[src/rtl/dram_arbiter.sv]
// Round-robin arbiter sharing one single-port DRAM between two req/ack requesters.
// Each access holds the DRAM bus for LATENCY cycles, then acks for one cycle.
module dram_arbiter #(
  parameter int ADDR_W  = 32,
  parameter int DATA_W  = 32,
  parameter int LATENCY = 2
) (
  input  logic              clk,
  input  logic              rst_n,
  input  logic              m0_req,
  input  logic              m0_we,
  input  logic [ADDR_W-1:0] m0_addr,
  input  logic [DATA_W-1:0] m0_wdata,
  output logic              m0_ack,
  output logic [DATA_W-1:0] m0_rdata,
  input  logic              m1_req,
  input  logic              m1_we,
  input  logic [ADDR_W-1:0] m1_addr,
  input  logic [DATA_W-1:0] m1_wdata,
  output logic              m1_ack,
  output logic [DATA_W-1:0] m1_rdata,
  output logic              mem_cs,
  output logic              mem_we,
  output logic [ADDR_W-1:0] mem_addr,
  output logic [DATA_W-1:0] mem_wdata,
  input  logic [DATA_W-1:0] mem_rdata,
  output logic              busy
);

  if (LATENCY < 1 || LATENCY > 15) begin : g_bad_latency
    $error("dram_arbiter: LATENCY must be in 1..15");
  end

  localparam logic [3:0] CNT_INIT = 4'(LATENCY - 1);

  typedef enum logic [1:0] {
    S_IDLE,
    S_ACCESS,
    S_DONE
  } state_t;

  state_t              state_q, state_d;
  logic [3:0]          cnt_q, cnt_d;
  logic                last_q, last_d;
  logic                owner_q, owner_d;
  logic                we_q, we_d;
  logic [ADDR_W-1:0]   addr_q, addr_d;
  logic [DATA_W-1:0]   wdata_q, wdata_d;
  logic                m0_ack_q, m0_ack_d;
  logic                m1_ack_q, m1_ack_d;
  logic [DATA_W-1:0]   m0_rdata_q, m0_rdata_d;
  logic [DATA_W-1:0]   m1_rdata_q, m1_rdata_d;
  logic                grant;

  // On a tie the port that was not granted last wins; a lone request always wins.
  assign grant = (m0_req && m1_req) ? ~last_q : m1_req;

  always_comb begin
    // NOTE: every signal gets a default here so no path leaves one unassigned,
    // which would otherwise infer a latch.
    state_d    = state_q;
    cnt_d      = cnt_q;
    last_d     = last_q;
    owner_d    = owner_q;
    we_d       = we_q;
    addr_d     = addr_q;
    wdata_d    = wdata_q;
    m0_ack_d   = 1'b0;
    m1_ack_d   = 1'b0;
    m0_rdata_d = m0_rdata_q;
    m1_rdata_d = m1_rdata_q;

    case (state_q)
      S_IDLE: begin
        if (m0_req || m1_req) begin
          owner_d = grant;
          last_d  = grant;
          we_d    = grant ? m1_we    : m0_we;
          addr_d  = grant ? m1_addr  : m0_addr;
          wdata_d = grant ? m1_wdata : m0_wdata;
          cnt_d   = CNT_INIT;
          state_d = S_ACCESS;
        end
      end
      S_ACCESS: begin
        if (cnt_q == 4'd0) begin
          state_d = S_DONE;
          if (owner_q) begin
            m1_ack_d = 1'b1;
            if (!we_q) m1_rdata_d = mem_rdata;
          end else begin
            m0_ack_d = 1'b1;
            if (!we_q) m0_rdata_d = mem_rdata;
          end
        end else begin
          cnt_d = cnt_q - 4'd1;
        end
      end
      S_DONE:  state_d = S_IDLE;
      default: state_d = S_IDLE;
    endcase
  end

  // NOTE: sequential state uses non-blocking assignments so every flop samples
  // pre-edge values regardless of statement order.
  always_ff @(posedge clk) begin
    if (!rst_n) begin
      state_q    <= S_IDLE;
      cnt_q      <= 4'd0;
      last_q     <= 1'b1;
      owner_q    <= 1'b0;
      we_q       <= 1'b0;
      addr_q     <= '0;
      wdata_q    <= '0;
      m0_ack_q   <= 1'b0;
      m1_ack_q   <= 1'b0;
      m0_rdata_q <= '0;
      m1_rdata_q <= '0;
    end else begin
      state_q    <= state_d;
      cnt_q      <= cnt_d;
      last_q     <= last_d;
      owner_q    <= owner_d;
      we_q       <= we_d;
      addr_q     <= addr_d;
      wdata_q    <= wdata_d;
      m0_ack_q   <= m0_ack_d;
      m1_ack_q   <= m1_ack_d;
      m0_rdata_q <= m0_rdata_d;
      m1_rdata_q <= m1_rdata_d;
    end
  end

  // Address and write data hold their last values outside ACCESS to avoid bus toggling.
  assign mem_cs    = (state_q == S_ACCESS);
  assign mem_we    = (state_q == S_ACCESS) && we_q;
  assign mem_addr  = addr_q;
  assign mem_wdata = wdata_q;
  assign busy      = (state_q != S_IDLE);
  assign m0_ack    = m0_ack_q;
  assign m1_ack    = m1_ack_q;
  assign m0_rdata  = m0_rdata_q;
  assign m1_rdata  = m1_rdata_q;

endmodule

[config.mk]
export PLATFORM = sky130hd
export DESIGN_NAME = dram_arbiter
export DESIGN_NICKNAME = d
export VERILOG_FILES = /design/src/rtl/dram_arbiter.sv
export SDC_FILE = /design/constraint.sdc
export NUM_CORES = 1
export LEC_CHECK = 0
export CAP_MARGIN = 20
export CORE_MARGIN = 4
export CORE_UTILIZATION = 35
export CTS_CLUSTER_SIZE = 16
export DETAILED_ROUTE_END_ITERATION = 10
export PLACE_DENSITY_LB_ADDON = 0.2
export RECOVER_POWER = 25
export SETUP_SLACK_MARGIN = 0.15
export SYNTH_ARGS = -nofsm -noshare
export SYNTH_HDL_FRONTEND = slang
export SYNTH_SLANG_ARGS = --single-unit
[constraint.sdc]
create_clock -name clk -period 1.6 [get_ports clk]
set_input_delay 0.32 -clock clk [delete_from_list [all_inputs] [get_ports clk]]
set_output_delay 0.32 -clock clk [all_outputs]
set_load 0.01 [all_outputs]
==> metrics, run 1 <==
status complete, but fails checks; failing checks setup timing; Seq/Total Area, Yosys 0.5068; fin util 0.6339; Synth Net Count 679; DP HPWL 13.14 mm; Synth-to-Final Area Change 76.16%; Initial Util 0.3598; peak supply drop 732.5 uV; Setup Crit Path Kind reg -> reg; top post-synthesis cells by count dfxtp_1 (139), mux2i_1 (129), nand2_1 (97); # fillers 1248; CTS tree yes; drt initial violations 179; Residual DRC 0; Die Wd 133.2 um; global router's overall resource usage 0.2085; Tmin final 1631 ps; multi-input combinational cell area 0.002614 mm^2; Mapped Cells 511; fraction of layout cells with a size suffix above 1 0.1316; fin area 0.009672 mm^2; Ys Warns 0; mapped cell area 0.005490 mm^2; Final Skew 5.948 ps; worst min path class in -> reg; Clock Sinks 139; PD cells 1017 mW/mm^2; Final Hold Fails 0; fin crit share 1.019; CTS buffer count 17; Routed wire per std cell 18.20 um; Max Root-Sink Buffers 2; prevailing post-synth register cell dfxtp_1; vias after detailed routing 5101; worst skew pair latency 420 ps; WL final 19.33 mm; H-Tree Depth 4; Setup crit end kind flip-flop; post-synthesis sequential element count 139; ant diodes 0; gr ovfl total 0; Pwr Total 9.833 mW; Startpoint Class flip-flop; core area 0.01526 mm^2; setup TNS -109.0 ps; vias in the first global route 5293; Slew Viols, Final 0; drt via density 4.803; worst slew pin tran 378.2 ps; initial antenna violation count 0; Avg Cell Area, Syn 10.74 um^2; top-count cell post-synth dfxtp_1; unrepaired setup endpoints after global routing true; post-synth cell types 30; dpl cell area 0.008818 mm^2; FMAX 613.1 MHz; Area contributors post-synth dfxtp_1 (51%), mux2i_1 (24%), o2bb2ai_1 (10%); Root Buffer clkbuf_16; Worst slew margin 0.7452; Final #Nets 1006; fin cells 1062; required time worst endpoint 1940 ps; Placed Cells 1002; DRT antenna net count 0; GPL Wtd Cong 0.7815; TritonRoute pass-1 iters 4; leading area contributor after synthesis dfxtp_1; row cnt 45; share of the synthesized area in the top cell type 0.5068; MaxCap Viol Count 0; first-pass GRT wire length 29.23 mm; Synth async-reset ratio 0; largest net degree at the start of global routing 94; IO Pins 299; Die H 133.2 um; Reg area 0.002786 mm^2; post-route setup slack -31.18 ps; PortBufs 298; setup violators final 18; Max FO, Critical Path 8; clock slew at reported path FFs 60 ps; Post-synth EDFFs 0; total die area 0.01775 mm^2; worst path arrival time 1970 ps; Leak Pwr 4.636 nW
==> flip-flops by register name (all words and copies together) (netlist names) <==
register and flops:
m0_rdata 32, m1_rdata 32, mem_addr 32, mem_wdata 32, cnt_q 4, state_q 2
last_q 1, m0_ack 1, m1_ack 1, owner_q 1, we_q 1
==> worst max-delay path, cell delays in order (launching register included) <==
cell      delay [ps]
dfxtp_2          330
inv_2             80
ha_4             130
nor3b_4          210
buf_6            160
nand4b_4         160
buf_6            160
buf_12           140
mux2i_2          190
==> cells by family (layout without fill, tap and decap cells) <==
logic type                 Yosys count  after routing  synth area share
DFF                                139            139            0.5068
muxes                              129            129            0.2352
and+or+nand+nor                    115            115           0.09070
AOI/OAI and AO/OA                   81             81            0.1224
buffers and inverters               45            385           0.04034
adders and majority gates            2              2          0.004557
==> layout by cell type, fill, tap and decap left out, types with 3 or more instances in the layout <==
master           count
clkdlybuf4s50_1    163
clkinv_4             3
dfxtp_2              3
o21ai_0              5
clkinv_2             6
buf_16               5
nand2_1             97
dfxtp_1            136
buf_12               7
clkbuf_16           18
dlygate4sd2_1      129
mux2i_1            124
mux2i_2              5
buf_4               25
buf_6               11
inv_2                3
o2bb2ai_1           65
inv_6                3
==> final timing paths <==
| kind | slack [ps] | to | from | depth (start not counted) |
|---|---|---|---|---|
| worst max-delay path | -30 | m1_rdata[27]$_SDFFE_PN0P_ | cnt_q[1]$_SDFFE_PN0P_ | 8 |
| worst min-delay path | 190 | last_q$_SDFFE_PN1P_ | rst_n | 2 |
| worst max register to register | -30 | m1_rdata[27]$_SDFFE_PN0P_ | cnt_q[1]$_SDFFE_PN0P_ | 8 |
| worst min register to register | 450 | mem_addr[19]$_SDFFE_PN0P_ | mem_addr[19]$_SDFFE_PN0P_ | 1 |
==> report_power, final <==
group          leakage, nW  internal [mW]  switching [mW]
Clock                0.274           2.14            1.54
Combinational         3.22           1.24           0.985
Sequential            1.14           3.76           0.160
==> final cells by class <==
| type | instances | area share |
|---|---|---|
| Timing Repair Buffer | 348 | 0.3554 |
| Inverter | 5 | 0.002199 |
| Clock buffer | 18 | 0.04437 |
| Multi-Input combinational cell | 327 | 0.2702 |
| Sequential cell | 139 | 0.2881 |
| Tap cell | 211 | 0.02730 |
| Clock inverter | 14 | 0.01242 |
==> routing by layer <==
layer  track usage  routed length, um
met1        0.2310               7647
met3       0.07931               1580
met5             0                  0
met4       0.06971                358
met2        0.3677               9741
==> stage by stage <==
step	hold WS (ps)	setup WS, ps
after global routing	171.1	-119.5
after global placement	442.8	-187.8
after detailed placement	445.2	-298.7
final	191.2	-31.18
after CTS	156.0	-80.51
after floorplan	467.2	142.3
==> timing repair <==
| item | 4_1_cts | 5_1_grt |
|---|---|---|
| setup buffers | 10 | 10 |
| hold buffers | 0 | 0 |
| pin swaps | 7 | 6 |
| gates resized for setup | 156 | 32 |
| setup endpoints to repair | 200 | 135 |
| cloned | 5 | 3 |
Power figures use the tool's default switching activity.
==> run 2: changes to the inputs <==
Settings changed: CORE_MARGIN 4 to default.
==> run 2 against run 1 <==
Against the previous run: critical endpoint unchanged; highest routed layer unchanged; register-to-register slack improved by 40 ps; cell count is 1.0% higher; utilization grew 2.2 points; cell area grew 3.5%; the run now ends clean; critical path depth unchanged; combinational power grew 2%.
==> metrics, run 2 (synthesis results as in run 1) <==
Tmin final 1592 ps (-38.81 ps); status finished clean; Initial Util 0.3598 (unchanged); PD cells 1091 mW/mm^2 (+7.3%); Pwr Total 10.93 mW (+11%); Setup Crit Path Kind reg -> reg; largest net degree at the start of global routing 79 (-16%); worst slew pin tran 400.0 ps (+21.87 ps); WL final 18.41 mm (-4.8%); ant diodes 0 (unchanged); worst slack, placed -269.9 ps (+28.74 ps); MaxCap Viol Count 0 (unchanged); fin crit share 0.9952 (-0.02426); TritonRoute pass-1 iters 4 (unchanged); Clock Sinks 139 (unchanged); Setup crit end kind flip-flop; unrepaired setup endpoints after global routing true; Final #Nets 1017 (+1.1%); Die Wd 127.2 um (-4.5%); setup violators final 0 (-18); GPL Wtd Cong 0.7612 (-2.6%); Startpoint Class flip-flop; Placed Cells 1008 (+0.60%); CTS buffer count 17 (unchanged); IO Pins 299 (unchanged); row cnt 45 (unchanged); core area 0.01526 mm^2 (unchanged); drt via density 4.759 (-0.93%); peak supply drop 785.9 uV (+7.3%); total die area 0.01619 mm^2 (-8.8%); Die H 127.2 um (-4.5%); Final Hold Fails 0 (unchanged); post-route setup slack 7.632 ps (+38.81 ps); fin util 0.6563 (+0.02247); commonest non-fill, non-tap cell in the layout clkdlybuf4s50_1; drt initial violations 146 (-18%); Max Root-Sink Buffers 2 (unchanged); Routed wire per std cell 17.15 um (-5.7%); Max FO, Critical Path 8 (unchanged); Top Layer Used met4; fin cells 1073 (+1.0%); Final Skew 8.316 ps (+2.369 ps); routed wl met2 9.754 mm (+0.13%); Residual DRC 0 (unchanged); fin area 0.01001 mm^2 (+3.5%); worst min path class in -> reg; clock slew at reported path FFs 60 ps (about the same); dpl cell area 0.008889 mm^2 (+0.79%); worst skew pair latency 420 ps (about the same); DP HPWL 12.43 mm (-5.4%); vias in the first global route 5286 (-0.13%); global router's overall resource usage 0.2221 (+0.01360); Synth-to-Final Area Change 82.41%; Slew Viols, Final 0 (unchanged); gr ovfl total 0 (unchanged); FMAX 628.0 MHz (+2.4%); setup TNS 0 ps (+109.0 ps); first-pass GRT wire length 27.52 mm (-5.8%); Worst slew margin 0.7305 (-0.01473); commonest cells after routing, fill and taps aside clkdlybuf4s50_1 (162), dfxtp_1 (135), dlygate4sd2_1 (130), mux2i_1 (127), nand2_1 (97); vias after detailed routing 5106 (+0.098%); final hold slack 225.2 ps (+34.00 ps); required time worst endpoint 1900 ps (-40 ps); cts hold-fix bufs 0 (unchanged); met3 routed WL 1.461 mm (-7.5%); M1 WL 6.903 mm (-9.7%); initial antenna violation count 0 (unchanged); PortBufs 298 (unchanged); Root Buffer clkbuf_16; H-Tree Depth 4 (unchanged); CTS tree yes; worst path arrival time 1890 ps (-80 ps); fraction of layout cells with a size suffix above 1 0.1427 (+0.01108); DRT antenna net count 0 (unchanged); Leak Pwr 4.823 nW (+4.0%)
run 2: power by group:
group	switching, mW	internal [mW]
logic	0.974	1.30
clock network	1.48	3.25
registers	0.155	3.76
total	2.61	8.32
run 2: cell type report:
| class | instances | area [um^2] |
|---|---|---|
| fill | 1250 | 5244 |
| timing repair buffer | 359 | 3617 |
| sequential | 139 | 2790 |
| multi-input combinational | 327 | 2605 |
| clock buffer | 22 | 484.2 |
| tap | 211 | 264.0 |
| clock inverter | 10 | 232.7 |
| inverter | 5 | 21.27 |
run 2: worst max-delay path: stages (launching register included):
cell and delay [ps]:
dfxtp_2 320, inv_2 70, ha_4 120, nor3b_4 240, buf_6 140, nand4b_4 150, buf_6 160, buf_12 140
mux2i_1 120
run 2: final timing paths:
kind	from	end	slack (ps)	cells past startpoint
worst min register to register	mem_addr[14]$_SDFFE_PN0P_	mem_addr[14]$_SDFFE_PN0P_	460	1
worst max register to register	cnt_q[1]$_SDFFE_PN0P_	m1_rdata[27]$_SDFFE_PN0P_	8	8
worst min-delay path	rst_n	last_q$_SDFFE_PN1P_	230	2
worst max-delay path	cnt_q[1]$_SDFFE_PN0P_	m1_rdata[27]$_SDFFE_PN0P_	8	8
run 2: timing repair:
action / in CTS / in global routing
pin swaps: 4 / 4
gates resized for setup: 162 / 26
setup endpoints to repair: 199 / 115
buffers inserted: 13 / 11
cloned: 6 / 3
run 2: layer usage:
| layer | GRT usage | up-vias |
|---|---|---|
| met5 | 0 | - |
| met4 | 0.07003 | 0 |
| met3 | 0.08626 | 18 |
| met2 | 0.4192 | 175 |
| met1 | 0.2230 | 2418 |
| li1 | - | 2495 |
==> run 3: changes to the inputs <==
Settings changed: CORE_MARGIN from default to 1.5, HOLD_SLACK_MARGIN from default to 0.03.
==> run 3 against run 2 <==
Against the previous run: fmax grew 1.4%; register-to-register slack gained 20 ps; die area grew 1.6%; first-iteration DRC count grew 21%; cell count shrank 1.0%; routed wire length grew 1.2%; sequential share of layout area grew 0.58 points; combinational power shrank 5%; largest cell class unchanged; critical path depth is the same; setup slack gained 22 ps; critical path type unchanged; global-route usage shrank 0.72 points; worst hold slack lost 18 ps.
==> metrics, run 3 (synthesis results as in run 1) <==
status finished clean; unrepaired setup endpoints after global routing true; Clock Sinks 139 (unchanged); drt via density 4.809 (+1.1%); setup violators final 0 (unchanged); Int Power 7.786 mW (-6.4%); worst path arrival time 1870 ps (-20 ps); Initial Util 0.3598 (unchanged); commonest cells after routing, fill and taps aside clkdlybuf4s50_1 (162), dfxtp_1 (136), dlygate4sd2_1 (130), mux2i_1 (125), nand2_1 (97); WL final 18.63 mm (+1.2%); FMAX 636.8 MHz (+1.4%); CTS buffer count 17 (unchanged); IO Pins 299 (unchanged); NetSw 2.655 mW (+1.8%); DP HPWL 12.71 mm (+2.2%); Final Skew 13.27 ps (+4.951 ps); PD cells 1066 mW/mm^2 (-2.3%); Worst slew margin 0.7736 (+0.04314); commonest non-fill, non-tap cell in the layout clkdlybuf4s50_1; clock share of power 0.419 (-0.014); Setup Crit Path Kind reg -> reg; TritonRoute pass-1 iters 4 (unchanged); setup TNS 0 ps (unchanged); CTS tree yes; Setup crit end kind flip-flop; Tmin final 1570 ps (-22.06 ps); clock slew at reported path FFs 70 ps (about the same); drt initial violations 176 (+21%); Synth-to-Final Area Change 78.42%; fin cells 1062 (-1.0%); initial antenna violation count 0 (unchanged); PortBufs 298 (unchanged); row cnt 45 (unchanged); Final #Nets 1005 (-1.2%); vias after detailed routing 5107 (+0.020%); Die Wd 128.2 um (+0.79%); worst slew pin tran 336.0 ps (-64.04 ps); core area 0.01526 mm^2 (unchanged); hold path start rst_n; gr ovfl total 0 (unchanged); total die area 0.01645 mm^2 (+1.6%); worst min path class in -> reg; Startpoint Class flip-flop; Die H 128.2 um (+0.79%); global router's overall resource usage 0.2149 (-0.007213); peak supply drop 714.2 uV (-9.1%); fin area 0.009796 mm^2 (-2.2%); Routed wire per std cell 17.54 um (+2.3%); dpl cell area 0.008874 mm^2 (-0.17%); Comb pwr share 0.206 (-0.002); Root Buffer clkbuf_16; met3 routed WL 1.553 mm (+6.3%); worst r2r src cnt_q[1]$_SDFFE_PN0P_; H-Tree Depth 4 (unchanged); Max Root-Sink Buffers 2 (unchanged); switching fraction of total power 0.2543 (+0.01551); fraction of layout cells with a size suffix above 1 0.1224 (-0.02034); worst skew pair latency 410 ps (about the same); fin crit share 0.9814 (-0.01379); GPL Wtd Cong 0.7855 (+3.2%); Top Layer Used met4; MaxCap Viol Count 0 (unchanged); largest net degree at the start of global routing 53 (-33%); Residual DRC 0 (unchanged); vias in the first global route 5186 (-1.9%); Leak Pwr 4.686 nW (-2.8%); DRT antenna net count 0 (unchanged); Final Hold Fails 0 (unchanged); Slew Viols, Final 0 (unchanged); crit path launch cnt_q[1]$_SDFFE_PN0P_; cts hold-fix bufs 0 (unchanged); Placed Cells 1006 (-0.20%); M1 WL 7.419 mm (+7.5%); sequential share of power 0.375 (+0.016); first-pass GRT wire length 27.27 mm (-0.93%); routed wl met2 9.291 mm (-4.7%); required time worst endpoint 1900 ps (about the same); Max FO, Critical Path 8 (unchanged)
run 3: final timing paths:
check,slack [ps],endpoint,cells past startpoint
worst max-delay path,30,m1_rdata[31]$_SDFFE_PN0P_,8
worst min-delay path,210,last_q$_SDFFE_PN1P_,2
worst max register to register,30,m1_rdata[31]$_SDFFE_PN0P_,8
worst min register to register,450,m0_rdata[29]$_SDFFE_PN0P_,2
run 3: area by class of cell:
type                            instances  area [um^2]
Fill cell                            1263         5463
Timing Repair Buffer                  346         3475
Sequential cell                       139         2786
Multi-Input combinational cell        328         2591
Clock buffer                           19        442.9
Tap cell                              211        264.0
Clock inverter                         13        212.7
Inverter                                5        21.27
Antenna cell                            1        2.502
run 3: power groups by stage:
stage	sequential (mW)	combinational (mW)	clock [mW]
6_report	3.92	2.15	4.37
3_3_place_gp	3.98	2.09	0
4_1_cts	3.91	2.08	4.44
2_1_floorplan	4.11	0.753	0
3_5_place_dp	4.00	2.14	0
5_1_grt	3.95	2.30	4.63
run 3: worst max-delay path: stages (launching register included):
cell and delay, ps:
dfxtp_2 320, inv_2 70, ha_4 130, nor3b_4 170, buf_6 140, nand4b_4 170, buf_6 180, buf_16 140
mux2i_2 150
run 3: per-stage QoR:
step	setup slack, ps	total power, mW	utilization	hold WS [ps]
global placement	-197.6	6.073	0.5816	442.5
CTS	33.98	10.44	0.6307	192.3
detailed placement	-289.1	6.132	0.5816	445.6
global route	-17.89	10.89	0.6418	201.6
finish	29.69	10.44	0.6420	207.3
floorplan	142.3	4.861	-	467.2
run 3: what timing repair did:
item                                    4_1_cts  5_1_grt
cloned                                        6        3
resized for setup                           152       21
setup buffers                                10        4
pin swaps                                     1        4
endpoints found under the setup margin      198       72
run 3: per-layer routing:
metal  GRT usage  vias up
met5           0        -
met4     0.07601        0
met3     0.07888       23
met2      0.3722      196
met1      0.2428     2408
li1            -     2480
